[config.mk]
export PLATFORM = sky130hd
export DESIGN_NAME = cobs_frame_decoder_flat
export DESIGN_NICKNAME = d
export VERILOG_FILES = /design/src/rtl/cobs_frame_decoder_if.sv /design/src/rtl/cobs_frame_decoder.sv /design/src/flat_wrapper.sv
export SDC_FILE = /design/constraint.sdc
export NUM_CORES = 1
export LEC_CHECK = 0
export ABC_AREA = 0
export CORE_UTILIZATION = 50
export CTS_BUF_LIST = sky130_fd_sc_hd__clkbuf_2
export DETAILED_ROUTE_END_ITERATION = 16
export GPL_TIMING_DRIVEN = 0
export MAX_ROUTING_LAYER = met4
export PLACE_DENSITY = 0.85
export SYNTH_ARGS = -nofsm -noshare
export SYNTH_HDL_FRONTEND = slang
export SYNTH_SLANG_ARGS = --single-unit
[constraint.sdc]
create_clock -name clk -period 3 [get_ports clk]
set_input_delay 0.6 -clock clk [delete_from_list [all_inputs] [get_ports clk]]
set_output_delay 0.6 -clock clk [all_outputs]
set_load 0.005 [all_outputs]
[src/rtl/cobs_frame_decoder_if.sv]
// Byte-stream bus between the UART receive path and the COBS frame decoder,
// carrying the raw received bytes in and the decoded payload, status and counters out.
interface cobs_frame_decoder_if #(
    parameter int CNT_W = 16
);
    logic             in_valid;
    logic [7:0]       in_byte;
    logic             in_error;
    logic             out_valid;
    logic [7:0]       out_byte;
    logic             out_last;
    logic             frame_err;
    logic [CNT_W-1:0] frame_count;
    logic [CNT_W-1:0] err_count;

    modport master (
        output in_valid, in_byte, in_error,
        input  out_valid, out_byte, out_last, frame_err, frame_count, err_count
    );

    modport slave (
        input  in_valid, in_byte, in_error,
        output out_valid, out_byte, out_last, frame_err, frame_count, err_count
    );
endinterface

[src/rtl/cobs_frame_decoder.sv]
// COBS decoder for the host->probe command link: turns the 0x00-delimited byte stream
// into strobed payload bytes with a last-byte marker and per-frame error pulses.
module cobs_frame_decoder #(
    parameter int MAX_LEN = 1024,
    parameter int CNT_W   = 16
) (
    input logic                 clk,
    input logic                 rst,
    cobs_frame_decoder_if.slave bus
);
    localparam int LEN_W = $clog2(MAX_LEN + 1);

    typedef enum logic [1:0] {SYNC, CODE, DATA} state_t;

    state_t           state_q, state_d;
    logic [7:0]       remain_q, remain_d;
    logic             blk255_q, blk255_d;
    logic             pend_q, pend_d;
    logic             hold_full_q, hold_full_d;
    logic [7:0]       hold_q, hold_d;
    logic [LEN_W-1:0] len_q, len_d;
    logic             out_valid_q, out_valid_d;
    logic [7:0]       out_byte_q, out_byte_d;
    logic             out_last_q, out_last_d;
    logic             frame_err_q, frame_err_d;
    logic [CNT_W-1:0] frame_count_q, frame_count_d;
    logic [CNT_W-1:0] err_count_q, err_count_d;
    logic             prod_en;
    logic [7:0]       prod_byte;
    logic             err;

    always_comb begin
        state_d       = state_q;
        remain_d      = remain_q;
        blk255_d      = blk255_q;
        pend_d        = pend_q;
        hold_full_d   = hold_full_q;
        hold_d        = hold_q;
        len_d         = len_q;
        out_valid_d   = 1'b0;
        out_byte_d    = out_byte_q;
        out_last_d    = 1'b0;
        frame_err_d   = 1'b0;
        frame_count_d = frame_count_q;
        err_count_d   = err_count_q;
        prod_en       = 1'b0;
        prod_byte     = 8'h00;
        err           = 1'b0;

        // A UART framing error wins over any byte strobed alongside it
        if (bus.in_error) begin
            if (state_q != SYNC) begin
                err     = 1'b1;
                state_d = SYNC;
            end
        end else if (bus.in_valid) begin
            case (state_q)
                SYNC: begin
                    if (bus.in_byte == 8'h00) state_d = CODE;
                end
                CODE: begin
                    if (bus.in_byte == 8'h00) begin
                        pend_d = 1'b0;
                        len_d  = '0;
                        if (hold_full_q) begin
                            out_valid_d   = 1'b1;
                            out_byte_d    = hold_q;
                            out_last_d    = 1'b1;
                            hold_full_d   = 1'b0;
                            frame_count_d = frame_count_q + CNT_W'(1);
                        end
                    end else begin
                        prod_en  = pend_q;
                        remain_d = bus.in_byte - 8'd1;
                        blk255_d = (bus.in_byte == 8'hFF);
                        if (bus.in_byte == 8'h01) begin
                            pend_d = 1'b1;
                        end else begin
                            pend_d  = 1'b0;
                            state_d = DATA;
                        end
                    end
                end
                DATA: begin
                    // A zero inside a block is also the next frame's delimiter
                    if (bus.in_byte == 8'h00) begin
                        err     = 1'b1;
                        state_d = CODE;
                    end else begin
                        prod_en   = 1'b1;
                        prod_byte = bus.in_byte;
                        remain_d  = remain_q - 8'd1;
                        if (remain_q == 8'd1) begin
                            state_d = CODE;
                            pend_d  = !blk255_q;
                        end
                    end
                end
                default: state_d = SYNC;
            endcase
        end

        // One-byte hold delays emission so the final byte can carry out_last
        if (prod_en) begin
            if (len_q == LEN_W'(MAX_LEN)) begin
                err     = 1'b1;
                state_d = SYNC;
            end else begin
                len_d       = len_q + LEN_W'(1);
                hold_d      = prod_byte;
                hold_full_d = 1'b1;
                if (hold_full_q) begin
                    out_valid_d = 1'b1;
                    out_byte_d  = hold_q;
                end
            end
        end

        if (err) begin
            frame_err_d = 1'b1;
            err_count_d = err_count_q + CNT_W'(1);
            hold_full_d = 1'b0;
            pend_d      = 1'b0;
            len_d       = '0;
        end
    end

    always_ff @(posedge clk) begin
        if (rst) begin
            state_q       <= SYNC;
            pend_q        <= 1'b0;
            hold_full_q   <= 1'b0;
            len_q         <= '0;
            out_valid_q   <= 1'b0;
            out_byte_q    <= 8'h00;
            out_last_q    <= 1'b0;
            frame_err_q   <= 1'b0;
            frame_count_q <= '0;
            err_count_q   <= '0;
        end else begin
            state_q       <= state_d;
            pend_q        <= pend_d;
            hold_full_q   <= hold_full_d;
            len_q         <= len_d;
            out_valid_q   <= out_valid_d;
            out_byte_q    <= out_byte_d;
            out_last_q    <= out_last_d;
            frame_err_q   <= frame_err_d;
            frame_count_q <= frame_count_d;
            err_count_q   <= err_count_d;
        end
    end

    always_ff @(posedge clk) begin
        hold_q   <= hold_d;
        remain_q <= remain_d;
        blk255_q <= blk255_d;
    end

    assign bus.out_valid   = out_valid_q;
    assign bus.out_byte    = out_byte_q;
    assign bus.out_last    = out_last_q;
    assign bus.frame_err   = frame_err_q;
    assign bus.frame_count = frame_count_q;
    assign bus.err_count   = err_count_q;
endmodule

[src/flat_wrapper.sv]
// flat-port wrapper written by rule: the top's interface ports become plain ports
module cobs_frame_decoder_flat 
#(
    parameter int MAX_LEN = 1024,
    parameter int CNT_W   = 16
)
  (clk, rst, bus_in_valid, bus_in_byte, bus_in_error, bus_out_valid, bus_out_byte, bus_out_last, bus_frame_err, bus_frame_count, bus_err_count);
  cobs_frame_decoder_if #(.CNT_W(CNT_W)) bus_i ();
  input logic clk;
  input logic rst;
  input wire logic [$bits(bus_i.in_valid)-1:0] bus_in_valid;
  input wire logic [$bits(bus_i.in_byte)-1:0] bus_in_byte;
  input wire logic [$bits(bus_i.in_error)-1:0] bus_in_error;
  output wire logic [$bits(bus_i.out_valid)-1:0] bus_out_valid;
  output wire logic [$bits(bus_i.out_byte)-1:0] bus_out_byte;
  output wire logic [$bits(bus_i.out_last)-1:0] bus_out_last;
  output wire logic [$bits(bus_i.frame_err)-1:0] bus_frame_err;
  output wire logic [$bits(bus_i.frame_count)-1:0] bus_frame_count;
  output wire logic [$bits(bus_i.err_count)-1:0] bus_err_count;
  assign bus_i.in_valid = bus_in_valid;
  assign bus_i.in_byte = bus_in_byte;
  assign bus_i.in_error = bus_in_error;
  assign bus_out_valid = bus_i.out_valid;
  assign bus_out_byte = bus_i.out_byte;
  assign bus_out_last = bus_i.out_last;
  assign bus_frame_err = bus_i.frame_err;
  assign bus_frame_count = bus_i.frame_count;
  assign bus_err_count = bus_i.err_count;
  cobs_frame_decoder #(.MAX_LEN(MAX_LEN), .CNT_W(CNT_W)) u_core (.clk(clk), .rst(rst), .bus(bus_i));
endmodule
==> flow_summary.ini, run 1 <==
[run_status]
run_status = finished clean

[synthesis]
postSynthNetCount = 443
netlist.top_cell.by_area = dfxtp_1
muxShareOfSynthArea_pct = 3.72
synthesis.instances = 418
synthesis.yosys.warnings = 0
average_cell_area_after_synthesis_um2 = 9.17
yosys_most_used_dff = dfxtp_1
synthTopCellsByArea = dfxtp_1, edfxtp_1, xor2_1, ha_1, a21oi_1
synth-adder-area-share_pct = 4.25
yosysMostFrequentCell = dfxtp_1
synthesized_area_fraction_occupied_by_ao_oa_aoi_and_oai_cells_pct = 12.1
syn-cell-area_mm2 = 0.00383
distinct_cells_synth = 47
yosysSeqAreaShare_pct = 43.6
commonest_cells_in_the_netlist = dfxtp_1, nor2_1, a21oi_1
synth_top_family_by_area = simple AND/OR/NAND/NOR gates
ys_async_sr_fraction_pct = 0
synth.ff_latch_count = 75
post_synth_xor_area_fraction_pct = 5.94
simple_gate_portion_of_the_synthesized_area_pct = 26.6
post-synth-top-area-fraction_pct = 30.3
edff_count_synth = 17

[grt]
grt_pass1_vias = 3071
grt_usage_pct = 23.7
maximum_number_of_pins_on_one_net_before_global_route_repair = 15
antenna_found_initial = 0
globalRouteOverflowTotal = 0
grt_pass1_wl_um = 14100

[clock_network]
cts_tree = built
clock_tree.buffer_depth = 2
cts_htree_levels = 3
root_buffer = clkbuf_2
clk_pin_slew_worst_paths_ps = 210
cts_hold_buf = 0
numCtsBuffers = 9
clock_sinks = 75
insertion_delay_of_the_later_clocked_pin_in_the_worst_skew_pair_ps = 530

[placement]
port-buffer-count = 52
dp_hpwl_um = 6140
dp_area_mm2 = 0.00448
gpl.final_weighted_congestion = 0.842
pre_cts_ws_ps = -551
post-place-cells = 569

[die]
floorplan.io_pins = 55
die_x_um = 89.5
rows = 31
floorplan.core_area_mm2 = 0.00733
initial_utilization_pct = 52.3
die_area_mm2 = 0.00802
die_h_um = 89.5

[sta]
hold_viol = 0
final-setup-viol-count = 0
clock-skew-final_ps = 23.9
layout_worst_path_cycle_share_pct = 96.7
timing_max_transition_violations_final = 0
worst_slack_ps = 98.7
grt_setup_unrepaired = no
fin_tns_setup_ps = 0
fmax_ghz = 0.345
post-route-min-period_ps = 2900
worst_pin_slew_ps = 820
maxSlewHeadroom_pct = 45.4

[detailed_routing]
detailedRoute.firstPassIterationCount = 7
detail_route.wl_per_cell_um = 14.6
wirelength_um = 8550
num_vias = 3296
drc = 0
postRouteAntennaNets = 0
avgViaCountPerCell = 5.62
drt_iter0_markers = 222

[finish]
final_nets = 507
antennaDiodeCount = 0
final-instance-count-excl-fill = 586
layout_area_overhead_pct = 21.1
layout-drive-gt1-share_pct = 6.57
final.fill_count = 580
footprint_of_the_multi_input_gates_mm2 = 0.00202
final_design_area_no_fill_mm2 = 0.00464
sequential_cell_area_in_the_final_layout_mm2 = 0.00167

[hold_path]
hold_path.class = register to register

[worst_setup_path]
cp.required_ps = 3410
worst-endpoint-arrival_ps = 3310
crit_type = primary input to register
register_to_register_setup_slack_ps = 580
critPathMaxFanout = 8
worstSetupStartpointType = primary input
end_kind = register

[power]
power-per-cell-area_mw_per_mm2 = 402
irDropWorstVdd_mv = 0.245
leakage_uw = 0.00160

[flow_run]
max_cap_violations = 0
==> stage by stage <==
stage | power [µW] | util (%) | hold WS (ps)
2_1_floorplan | 1160 | - | 465
3_3_place_gp | 1200 | 61.1 | 458
3_5_place_dp | 1210 | 61.1 | 469
4_1_cts | 1870 | 63.3 | 493
5_1_grt | 1940 | 63.3 | 523
6_report | 1870 | 63.3 | 490
==> logic make-up after synthesis <==
| family | after synthesis |
|---|---|
| multiplexers | 14 |
| flip-flops | 75 |
| AO/OA/AOI/OAI | 73 |
| AND/OR/NAND/NOR | 183 |
| XOR/XNOR | 26 |
| adder cells (fa/ha/maj) | 13 |
| buffers and inverters | 34 |
==> critical path: stages <==
cell and delay (ps):
clkdlybuf4s50_1 510, inv_1 130, ha_1 220, or3b_1 350, buf_2 210, o41ai_4 410, a211o_1 300, nand2b_1 140
clkbuf_1 300, o22ai_1 140
==> flip-flops by register name, summed over array words and instances (netlist names), 2 cells and up <==
register and count:
u_core.bus.err_count 16, u_core.bus.frame_count 16, u_core.len_q 11, u_core.bus.out_byte 8, u_core.hold_q 8, u_core.remain_q 8
u_core.state_q 2
==> metal layers <==
| layer | up-vias | part of all wire [%] | global-route usage (%) |
|---|---|---|---|
| met1 | 1554 | 43 | 28.8 |
| met4 | 0 | 1.7 | 9.38 |
| met2 | 89 | 51 | 39.1 |
| met5 | - | 0 | - |
| li1 | 1639 | - | - |
| met3 | 14 | 3.8 | 4.25 |
==> path summary, 6_finish.rpt <==
check	cells past startpoint	from	to
max	10	bus_in_byte[0]	u_core.hold_full_q$_SDFF_PP0_
min	2	u_core.bus.out_byte[5]$_SDFF_PP0_	u_core.bus.out_byte[5]$_SDFF_PP0_
max reg2reg	5	u_core.state_q[0]$_SDFF_PP0_	u_core.remain_q[1]$_DFFE_PP_
min reg2reg	2	u_core.bus.out_byte[5]$_SDFF_PP0_	u_core.bus.out_byte[5]$_SDFF_PP0_
==> layout by cell type (no fill, tap or decap), types with 3 or more instances in the layout <==
master,synthesis,final
edfxtp_1,17,17
nor2b_1,4,4
nand2_1,24,24
o31ai_1,10,10
dfxtp_1,58,58
o21ai_0,18,18
or3_1,15,15
nand2b_1,20,20
nand4_1,16,16
xor2_1,20,20
buf_2,3,3
nor4_1,6,6
nor3_1,11,11
and3_1,6,6
inv_1,15,14
nand3_1,12,12
a21oi_1,30,30
and2_1,9,9
mux2i_1,12,12
clkdlybuf4s50_1,0,52
nor2_1,35,35
a21o_1,3,3
clkbuf_1,14,13
xnor2_1,6,6
ha_1,13,13
or4_1,13,13
nand3b_1,3,3
clkbuf_2,0,10
==> cell type report <==
cell class                 count  share of cell area (%)
tap                           99                    2.67
inverter                      15                    1.21
clock inverter                 7                    2.13
timing repair buffer          53                    11.6
multi-input combinational    309                    43.5
sequential                    75                    36.0
clock buffer                   9                   0.971
buffer                        19                    1.89
==> repair_timing <==
action                                  in CTS  in global routing
resized for setup                            0                  3
pin swaps                                    1                  0
setup buffers                                1                  0
endpoints found under the setup margin       8                 18
==> power by group <==
| group | total (µW) | switching, µW | internal (µW) |
|---|---|---|---|
| combinational | 144 | 86.5 | 57.4 |
| clock | 671 | 389 | 282 |
| sequential | 1050 | 7.13 | 1040 |
| total | 1870 | 483 | 1380 |
Note: power is estimated with default switching activity, not from simulation.
==> run 2: changes to the inputs <==
--- a/config.mk
+++ b/config.mk
@@ -6,6 +6,8 @@
 export NUM_CORES = 1
 export LEC_CHECK = 0
 export ABC_AREA = 0
+export ABC_CLOCK_PERIOD_IN_PS = 3000
+export CORE_MARGIN = 1
 export CORE_UTILIZATION = 50
 export CTS_BUF_LIST = sky130_fd_sc_hd__clkbuf_2
 export DETAILED_ROUTE_END_ITERATION = 16
==> results of run 2 <==
The final DEF is identical to that of run 1; final timing and power are the same.
==> run 3: changes to the inputs <==
--- a/config.mk
+++ b/config.mk
@@ -7,6 +7,7 @@
 export LEC_CHECK = 0
 export ABC_AREA = 0
 export ABC_CLOCK_PERIOD_IN_PS = 3000
+export CORE_ASPECT_RATIO = 0.75
 export CORE_MARGIN = 1
 export CORE_UTILIZATION = 50
 export CTS_BUF_LIST = sky130_fd_sc_hd__clkbuf_2
@@ -17,3 +18,4 @@
 export SYNTH_ARGS = -nofsm -noshare
 export SYNTH_HDL_FRONTEND = slang
 export SYNTH_SLANG_ARGS = --single-unit
+export TNS_END_PERCENT = 100
==> run 3 against run 2 <==
Routed wire length up 3.6%. Critical path type unchanged. Flip-flop and latch count unchanged. First-iteration DRC count up 24%. Critical path depth unchanged. Largest power group unchanged. Global-route usage down 0.082 points. Die area about the same. Sequential share of layout area down 0.068 points.
==> flow_summary.ini, run 3 (synthesized netlist as in run 1, its figures left out) <==
[sta]
maxSlewHeadroom_pct = 47.3
grt_setup_unrepaired = no
fmax_ghz = 0.347
final-setup-viol-count = 0
post-route-min-period_ps = 2880
timing_max_transition_violations_final = 0
hold_viol = 0
worst_pin_slew_ps = 784
clock-skew-final_ps = 33.4
layout_worst_path_cycle_share_pct = 96.1

[die]
die_x_um = 103
floorplan.io_pins = 55
die_area_mm2 = 0.00802
die_h_um = 77.8
initial_utilization_pct = 52.0
rows = 27
floorplan.core_area_mm2 = 0.00736

[clock_network]
cts_tree = built
root_buffer = clkbuf_2
clk_pin_slew_worst_paths_ps = 230
cts_hold_buf = 0
numCtsBuffers = 9
clock_sinks = 75
clock_tree.buffer_depth = 2
cts_htree_levels = 3
insertion_delay_of_the_later_clocked_pin_in_the_worst_skew_pair_ps = 580

[power]
finalPower_uw = 1860
power-per-cell-area_mw_per_mm2 = 401
irDropWorstVdd_mv = 0.180
leakage_uw = 0.00161

[grt]
grt-busiest-layer = met2
maximum_number_of_pins_on_one_net_before_global_route_repair = 15
grt_usage_pct = 23.6
antenna_found_initial = 0
globalRouteMet3Util_pct = 7.21
grt_pass1_wl_um = 14300
grt_pass1_vias = 3089
grt_util_met2_pct = 35.5
globalRouteMet1Util_pct = 29.8
globalRouteOverflowTotal = 0

[finish]
layout.cells.most_common = dfxtp_1
layout_common_cells = dfxtp_1, clkdlybuf4s50_1, nor2_1, a21oi_1, nand2_1
final_nets = 508
layout_area_overhead_pct = 21.4
layout-drive-gt1-share_pct = 6.76
final.fill_count = 616
sequential_cell_area_in_the_final_layout_mm2 = 0.00167
antennaDiodeCount = 0
final-instance-count-excl-fill = 589
footprint_of_the_multi_input_gates_mm2 = 0.00202

[detailed_routing]
postRouteAntennaNets = 0
avgViaCountPerCell = 5.74
detail_route.wl_per_cell_um = 15.0
drc = 0
detailedRoute.firstPassIterationCount = 5
wirelength_um = 8850
num_vias = 3379
drt_iter0_markers = 275

[placement]
dp_hpwl_um = 6500
gpl.final_weighted_congestion = 0.867
port-buffer-count = 52
post-place-cells = 571

[worst_setup_path]
crit_type = primary input to register
timing.reg2reg.worst_path_depth = 5
worstSetupStartpointType = primary input
worst-endpoint-arrival_ps = 3390
critPathMaxFanout = 10
end_kind = register
cp.required_ps = 3510

[hold_path]
hold_path.class = primary input to register
min_delay_path_depth = 3

[run_status]
run_status = finished clean

[flow_run]
max_cap_violations = 0
run 3: cell types whose count changed in the layout (fill, tap and decap cells not counted):
cell / change
clkinv_4: -1
clkbuf_2: +1
clkinv_1: +1
clkinv_2: -1
clkbuf_1: -1
buf_4: +2
run 3: worst paths after layout:
check                                         start                                     to  slack, ps
setup / recovery                     bus_in_byte[0]  u_core.bus.err_count[14]$_SDFFE_PP0P_        120
hold / removal                       bus_in_byte[2]              u_core.blk255_q$_DFFE_PP_        480
setup reg to reg       u_core.state_q[0]$_SDFF_PP0_           u_core.remain_q[7]$_DFFE_PP_        570
hold reg to reg   u_core.bus.out_byte[6]$_SDFF_PP0_      u_core.bus.out_byte[6]$_SDFF_PP0_        500
run 3: report_power, final:
group	total [µW]	switching [µW]	internal, µW
sequential	1050	7.16	1040
clock	665	383	282
combinational	147	89.1	57.6
total	1860	480	1380
run 3: metrics by stage:
step	area (µm²)	util (%)	TNS, ps	hold WS [ps]	worst slack, ps
final	4650	63.1	0	476	117
after global placement	4480	60.8	-23510	460	-526
after CTS	4640	63.0	0	479	3.71
after global routing	4650	63.1	0	447	22.6
after detailed placement	4480	60.8	-29180	473	-622
after floorplan	3830	-	0	465	367
run 3: final cells by class:
type                    instances  share of cell area, %
multi-input cells             309                   43.4
repair buffers                 55                   11.9
plain buffers                  18                   1.80
flip-flops and latches         75                   36.0
inverters                      15                   1.21
well taps                     101                   2.72
clock buffers                  10                   1.08
clock inverters                 6                   1.91
run 3: routing by layer:
metal,up-vias,share of wire [%]
met4,0,2.1
met3,30,7.5
li1,1633,-
met1,1589,44
met5,-,0
met2,127,46
run 3: critical path, cell delays in order:
cell	delay, ps
clkdlybuf4s50_1	530
inv_1	140
ha_1	230
or3b_1	360
buf_2	210
o41ai_4	400
a21oi_2	100
buf_6	150
or4_1	500
a21oi_1	170
run 3: repair_timing:
action                                  in CTS  in global routing
gates resized for setup                      0                  3
buffers inserted                             1                  2
pin swaps                                    1                  1
endpoints found under the setup margin       8                 28
